## config.mk

```make
export PLATFORM = sky130hd
export DESIGN_NAME = kypd_scanner
export DESIGN_NICKNAME = d
export VERILOG_FILES = /design/src/rtl/kypd_scanner.sv
export SDC_FILE = /design/constraint.sdc
export NUM_CORES = 1
export LEC_CHECK = 0
export ABC_AREA = 1
export CORE_MARGIN = 5
export CORE_UTILIZATION = 61
export DETAILED_ROUTE_END_ITERATION = 8
export GPL_TIMING_DRIVEN = 0
export PLACE_DENSITY_LB_ADDON = 0.2
export SYNTH_ARGS = -nofsm -noshare
export SYNTH_HDL_FRONTEND = slang
export SYNTH_SLANG_ARGS = --single-unit
```

## constraint.sdc

```tcl
create_clock -name clk -period 8.9 [get_ports clk]
set_clock_uncertainty 0.05 [all_clocks]
set_input_delay 1.78 -clock clk [delete_from_list [all_inputs] [get_ports clk]]
set_output_delay 1.78 -clock clk [all_outputs]
set_load 0.05 [all_outputs]
```

## src/rtl/kypd_scanner.sv

```systemverilog
// 4x4 hex keypad scanner with whole-scan debounce and press pulses.
// Define KYPD_ACCUM_EN to shift accepted digits into value.
module kypd_scanner #(
   parameter int SCAN_CYCLES    = 50000,
   parameter int DEBOUNCE_SCANS = 4
) (
   input  logic        clk,
   input  logic        rst,
   input  logic [3:0]  row,
   output logic [3:0]  col,
   output logic [3:0]  key_code,
   output logic        key_valid,
   output logic        key_held,
   input  logic        clr,
   output logic [31:0] value
);

   localparam int CW = $clog2(SCAN_CYCLES);
   localparam int SW = $clog2(DEBOUNCE_SCANS + 1);
   localparam logic [CW-1:0] CYC_LAST = CW'(SCAN_CYCLES - 1);
   localparam logic [SW-1:0] STAB_MAX = SW'(DEBOUNCE_SCANS);
   // hex code per image bit, bit index = 4*row + col
   localparam logic [63:0] KEY_MAP = 64'hDEF0_C987_B654_A321;

   typedef enum logic {RELEASED, PRESSED} state_t;

   state_t          state;
   logic [3:0]      row_s1, row_s2;
   logic [CW-1:0]   cyc;
   logic [1:0]      col_idx, idx_nxt;
   logic [15:0]     img, img_nxt, prev;
   logic [SW-1:0]   stab, stab_nxt;
   logic [4:0]      cnt;
   logic [3:0]      hit;
   logic [3:0]      new_code;
   logic            last, done, accept, release_ok;

   assign last    = (cyc == CYC_LAST);
   assign done    = last && (col_idx == 2'd3);
   assign idx_nxt = last ? col_idx + 2'd1 : col_idx;

   always_comb begin
      img_nxt = img;
      if (last) begin
         img_nxt[{2'd0, col_idx}] = ~row_s2[0];
         img_nxt[{2'd1, col_idx}] = ~row_s2[1];
         img_nxt[{2'd2, col_idx}] = ~row_s2[2];
         img_nxt[{2'd3, col_idx}] = ~row_s2[3];
      end
   end

   always_comb begin
      cnt = '0;
      hit = '0;
      for (int i = 0; i < 16; i++) begin
         cnt = cnt + 5'(img_nxt[i]);
         if (img_nxt[i]) hit = 4'(i);
      end
   end

   assign new_code = KEY_MAP[{hit, 2'b00} +: 4];

   always_comb begin
      stab_nxt = SW'(1);
      if (img_nxt == prev)
         stab_nxt = (stab == STAB_MAX) ? stab : stab + 1'b1;
   end

   assign accept = done && (state == RELEASED) &&
                   (stab_nxt == STAB_MAX) && (cnt == 5'd1);
   assign release_ok = done && (state == PRESSED) &&
                       (stab_nxt == STAB_MAX) && (cnt == 5'd0);

   always_ff @(posedge clk) begin
      if (rst) begin
         row_s1    <= 4'hF;
         row_s2    <= 4'hF;
         cyc       <= '0;
         col_idx   <= '0;
         col       <= 4'b1111;
         img       <= '0;
         prev      <= '0;
         stab      <= '0;
         state     <= RELEASED;
         key_code  <= '0;
         key_valid <= 1'b0;
         key_held  <= 1'b0;
      end else begin
         row_s1    <= row;
         row_s2    <= row_s1;
         cyc       <= last ? '0 : cyc + 1'b1;
         col_idx   <= idx_nxt;
         col       <= ~(4'b0001 << idx_nxt);
         img       <= img_nxt;
         key_valid <= 1'b0;
         if (done) begin
            prev <= img_nxt;
            stab <= stab_nxt;
         end
         if (accept) begin
            state     <= PRESSED;
            key_code  <= new_code;
            key_valid <= 1'b1;
            key_held  <= 1'b1;
         end else if (release_ok) begin
            state    <= RELEASED;
            key_held <= 1'b0;
         end
      end
   end

`ifdef KYPD_ACCUM_EN
   // value moves on the same edge as key_valid
   always_ff @(posedge clk) begin
      if (rst)
         value <= '0;
      else if (accept)
         value <= clr ? {28'b0, new_code} : {value[27:0], new_code};
      else if (clr)
         value <= '0;
   end
`else
   logic unused_clr;
   assign unused_clr = clr;
   assign value = '0;
`endif

endmodule

```

# After elaboration in Yosys (flattened, before gate mapping)
# Index checks and enable logic that the tools add are counted.
[word_totals]
register_bits = 71
latch_bits = 0
ramBits = 0
romBits = 0
mem_count = 0
[op_classes]
add_sub_neg = 18
mul = 0
n_div = 0
order_cmp = 8
n_eq_ne = 6
shift = 2
muxes = 34
bitwise_logic = 6
reduce_logical = 14
[ops]
columns = ["op", "count"]
rows = [
  ["bitwise mux 16 bit", 4],
  ["indexed part select 64 x 7 -> 4 bit (first input constant)", 1],
  ["2-to-1 mux 4 bit", 14],
  ["adder 5 x 1 -> 5 bit", 11],
  ["adder 16 x 1 -> 16 bit (second input constant)", 1],
  ["equality test 16 bit", 1],
  ["equality test 16 bit (second input constant)", 1],
  ["2-to-1 mux 16 bit", 1],
  ["logical AND 1 bit", 11],
  ["less-than comparator 4 x 5 -> 1 bit (second input constant)", 2],
  ["demux 1 bit (select 2 bit)", 4],
  [">= comparator 4 x 1 -> 1 bit (second input constant)", 2],
  ["2-to-1 mux 1 bit", 8],
  ["equality test 3 bit (second input constant)", 2],
  ["2-to-1 mux 3 bit", 2],
  ["adder 4 x 1 -> 5 bit", 1],
  ["equality test 5 x 1 -> 1 bit (second input constant)", 1],
  ["zero test 5 bit", 1],
  ["less-than comparator 2 x 5 -> 1 bit (second input constant)", 1],
  ["less-than comparator 3 x 5 -> 1 bit (second input constant)", 1],
  ["NOT 1 bit", 5],
  ["adder 3 x 1 -> 4 bit", 1],
  ["NOT 4 bit", 1],
  ["<< shifter 1 x 2 -> 4 bit (first input constant)", 1],
  ["10 further kinds", 10],
]

# Longest topological paths before layout
[depth]
word_depth = 28
depth_mapped = 28
mapped_depth_nobuf = 28

# Least setup slack after synthesis
# OpenSTA, ideal clock, no wires.
[synth_path]
path_type = "reg2reg"
start = "reg cyc[0]"
end = "reg key_code[0]"
setup_time_ps = 70
arrival_time_ps = 5073
required_time_ps = 8780
setup_slack_ps = 3708
path_stages_with_launch = 28
period_less_slack_ps = 5192
path_cell_list = "dfxtp_1 > ha_1 > nand3_2 > nor2_4 > nand2_4 > inv_6 > buf_6 > nand2_1 > nand2_2 > inv_1 > fa_1 > inv_1 > fa_1 > fa_1 > inv_1 > fa_1 > ha_1 > fa_1 > nand2_1 > nand2_1 > nand2_1 > inv_1 > or2_2 > nor4_1 > nand4_1 > nand2_1 > nand2_1 > a21oi_1"
[synth_between]
elab_cells_between_ends = 41
classes_between = "add/sub: 15; eq/ne: 4; shift: 1; mux: 17; reduce/logical: 4"
[synth_rtl]
columns = ["item", "line_no", "text"]
rows = [
  ["from (decl)", "29", "logic [CW-1:0] cyc;"],
  ["from (signal assigned)", "91", "cyc <= last ? '0 : cyc + 1'b1;"],
  ["equality test 16 bit (*)", "38", "assign last = (cyc == CYC_LAST);"],
  ["2-to-1 mux 16 bit (*)", "44", "if (last) begin"],
  ["via img_nxt[7]", "31", "logic [15:0] img, img_nxt, prev;"],
  ["adder 5 x 1 -> 5 bit (9 in series)", "56", "cnt = cnt + 5'(img_nxt[i]);"],
  ["equality test 5 x 1 -> 1 bit", "70", "(stab_nxt == STAB_MAX) && (cnt == 5'd1);"],
  ["logical AND 1 bit", "70", ""],
  ["to (signal assigned)", "102", "key_code <= new_code;"],
  ["to (decl)", "11", "output logic [3:0] key_code,"],
]
# The timed path passes the listed nets; every way through them passes the cells marked *.
# A chain may end at the register's enable or synchronous reset.

# Final worst setup path
[layout_path]
start = "reg col_idx[0]"
end = "reg key_code[0]"
[layout_between]
elab_chain_cells = 26
elab_cells_between_ends = 65
classes_between = "add/sub: 15; order compare: 8; eq/ne: 4; shift: 1; mux: 29; reduce/logical: 8"
[layout_rtl]
columns = ["item", "line_no", "text"]
rows = [
  ["from (decl)", "30", "logic [1:0] col_idx, idx_nxt;"],
  ["from (signal assigned)", "92", "col_idx <= idx_nxt;"],
  ["less-than comparator 2 x 5 -> 1 bit (not written as such) / >= comparator 2 x 1 -> 1 bit (equally long branches)", "45", "img_nxt[{2'd0, col_idx}] = ~row_s2[0];"],
  ["logical AND 1 bit (not written as such)", "45", ""],
  ["2-to-1 mux 1 bit (not written as such)", "45", ""],
  ["demux 1 bit (select 2 bit)", "45", ""],
  ["bitwise mux 16 bit", "45", ""],
  ["bitwise mux 16 bit", "46", "img_nxt[{2'd1, col_idx}] = ~row_s2[1];"],
  ["bitwise mux 16 bit", "47", "img_nxt[{2'd2, col_idx}] = ~row_s2[2];"],
  ["bitwise mux 16 bit", "48", "img_nxt[{2'd3, col_idx}] = ~row_s2[3];"],
  ["2-to-1 mux 16 bit", "44", ""],
  ["adder 1 x 1 -> 2 bit", "56", ""],
  ["adder 2 x 1 -> 3 bit", "56", ""],
  ["adder 3 x 1 -> 4 bit", "56", ""],
  ["adder 4 x 1 -> 5 bit", "56", ""],
  ["adder 5 x 1 -> 5 bit (11 in series)", "56", ""],
  ["equality test 5 x 1 -> 1 bit", "70", ""],
  ["logical AND 1 bit", "70", ""],
]
# Several ways; a longest one is shown, not always the timed one.

==> results.json <==
{
  "critPathArrivalTime_ns": 6.13,
  "setup_slack_ns": 2.997,
  "holdCritPathClass": "reg -> reg",
  "synth.top_cell.area_share": 0.3481,
  "synth_cells": 539,
  "nFillCells": 539,
  "dieHeight_um": 91.81,
  "reg2reg_from": "col_idx[0]",
  "crit_path_max_fanout": 9,
  "die_area_mm2": 0.008429,
  "postCtsSetupRepairBufs": 0,
  "antenna_left": 0,
  "cts-resized-gates": 0,
  "port_buffers": 14,
  "yosys-top-cells-count": "nand2_1 (91), dfxtp_1 (71), inv_1 (65)",
  "pre_cts_slack_ns": 3.042,
  "cap_violations": 0,
  "cts_root_buffer": "clkbuf_8",
  "layout-drive-gt1-share": 0.1474,
  "path_clk_slew_ns": 0.07,
  "worstSetupStartpointType": "flop",
  "crit_start": "col_idx[0]",
  "vias_per_cell": 5.136,
  "outcome": "finished clean",
  "num_vias": 3462,
  "routedWlPerCell_um": 12.89,
  "cpMaxStageDelayCell": "fa_1",
  "grt-ovfl-total": 0,
  "max-slew-margin-rel": 0.6211,
  "grt_usage": 0.2171,
  "hold_viol": 0,
  "initial_core_util": 0.6357,
  "clock_sinks": 71,
  "critPathMaxStageDelay_ns": 0.53,
  "endpoint_kind": "flop",
  "p_per_area_mw_per_mm2": 129.3,
  "grt_pass1_wl_mm": 14.73,
  "diodes": 0,
  "tightestPinTransition_ns": 0.5683,
  "rsz0062_at_grt": "false",
  "vdd_drop_max_uv": 115.9,
  "reg2reg_slack_ns": 3.00,
  "htreeDepth": 3,
  "yosysMostFrequentCell": "nand2_1",
  "syn_area_mm2": 0.004083,
  "syn_area_per_cell_um2": 7.575,
  "placed_cell_area_mm2": 0.004436,
  "post-route-period-util": 0.6633,
  "final_nets": 627,
  "routabilityCongestion": 0.8665,
  "clock_tree.buffer_depth": 2,
  "drtIter0Drc": 266,
  "ios": 49,
  "yosys-top-cells-area": "dfxtp_1 (35%), nand2_1 (8.4%), inv_1 (6.0%), buf_4 (5.9%), nor2_1 (5.2%)",
  "yosysWarnings": 0,
  "ys_types": 39,
  "ys.flop_type": "dfxtp_1",
  "die_w_um": 91.81,
  "synthArstFlopShare": 0,
  "numCtsBuffers": 9,
  "cp_top_family": "adder cells",
  "hpwl_mm": 6.662,
  "stdcell_area_mm2": 0.004587,
  "finalCriticalPeriod_ns": 5.903,
  "drt-total-wl_mm": 8.688,
  "cts_hold_buf": 0,
  "synth-seq-cells": 71,
  "leakagePower_nw": 2.118,
  "crit_chain": "ha_1, inv_1, nor2_2, inv_1, nand2_1, nand2_1, inv_2, fa_1, fa_1, fa_1, inv_1, fa_1, ha_1, fa_1, nand2_1, nand2_1, nand2_1, inv_1, or2_2, nor4_1, nand4_1, nand2_1, nand2_1, a21oi_1",
  "antenna_found_initial": 0,
  "critPathBufInv": 5,
  "synth_seq_area_share": 0.3481,
  "cts_tree": "built",
  "grt_pass1_vias": 3177,
  "grt_start_max_net_pins": 11,
  "rows": 29,
  "yosys.area.top_type": "dfxtp_1",
  "cp_common_cell": "nand2_1",
  "syn2layout_area_growth_pct": 12.35,
  "fin_setup_tns_ns": 0,
  "first_pass_iters": 5,
  "fmax_mhz": 169.4,
  "synth_edf_count": 0,
  "drc": 0,
  "core_mm2": 0.006422,
  "worstPathRequired_ns": 9.13,
  "clk_latency_ns": 0.35,
  "maxSlewViolCount": 0,
  "critPathKind": "reg -> reg",
  "setup_viol": 0,
  "worstHoldStart": "row_s1[0]"
}
-- path summary, 6_finish.rpt --
| kind | endpoint | depth (start not counted) |
|---|---|---|
| hold / removal | row_s2[0] | 1 |
| setup / recovery | key_code[0] | 24 |
| setup reg to reg | key_code[0] | 24 |
| hold reg to reg | row_s2[0] | 1 |
-- state kept, by name, indices dropped and copies added (netlist names) --
name	cells
col	4
col_idx	2
cyc	16
img	16
key_code	4
key_valid	1
prev	16
row_s1	4
row_s2	4
stab	3
state	1
-- metal layers --
layer / track usage / wire [µm]
met5: 0 / 0
met4: 0.08168 / 138
met3: 0.04173 / 623
met2: 0.3615 / 4086
met1: 0.2800 / 3841
-- metrics by stage --
step / util / std cells / total power [mW] / hold slack, ns
6_report: 0.7142 / 674 / 0.5932 / 0.3598
5_1_grt: 0.7142 / 674 / 0.6102 / 0.3737
4_1_cts: 0.7142 / 674 / 0.5922 / 0.3612
3_5_place_dp: 0.6906 / 661 / 0.3846 / 0.3458
3_3_place_gp: 0.6906 / 661 / 0.3839 / 0.3423
2_1_floorplan: - / 570 / 0.3788 / 0.3395
-- cells in the final DEF (no fill, tap or decap), drive strengths merged --
cell type      Yosys  final
nor3b              1      1
nand2             99     99
o21ai             52     52
conb               1     32
mux2i              1      1
nor2              64     64
o21a               2      2
a21oi             34     34
nor3               5      5
o211ai             2      2
clkinv             0      2
or2               15     15
a31oi              2      2
xor2              12     12
nand4              5      5
xnor2              8      8
inv               70     70
fa                10     10
clkbuf             9     20
buf               34     34
o41ai              1      1
nor4               5      5
ha                15     15
dfxtp             71     71
nand3             21     21
clkdlybuf4s50      0     14
-- area by class of cell --
type / count / area, µm² / area share
plain buffers: 43 / 305.3 / 0.06656
clock buffers: 11 / 141.4 / 0.03082
clock inverters: 2 / 10.01 / 0.002182
inverters: 70 / 267.8 / 0.05837
multi-input cells: 386 / 2205 / 0.4806
flip-flops and latches: 71 / 1421 / 0.3099
well taps: 77 / 96.34 / 0.02100
repair buffers: 14 / 140.1 / 0.03055
-- cells by family after synthesis --
family,share of synthesized area
AOI/OAI and AO/OA,0.1290
buffers and inverters,0.1404
muxes,0.002452
and+or+nand+nor,0.2412
other,0.0009185
xor gates and xnor gates,0.04291
DFF,0.3481
adders and majority gates,0.09500
-- report_power, final --
part	switching (mW)	internal [mW]	total, mW
clock network	0.112	0.103	0.215
registers	0.00195	0.321	0.323
logic	0.0404	0.0154	0.0558
No activity file was read; power rests on OpenSTA's default activity.
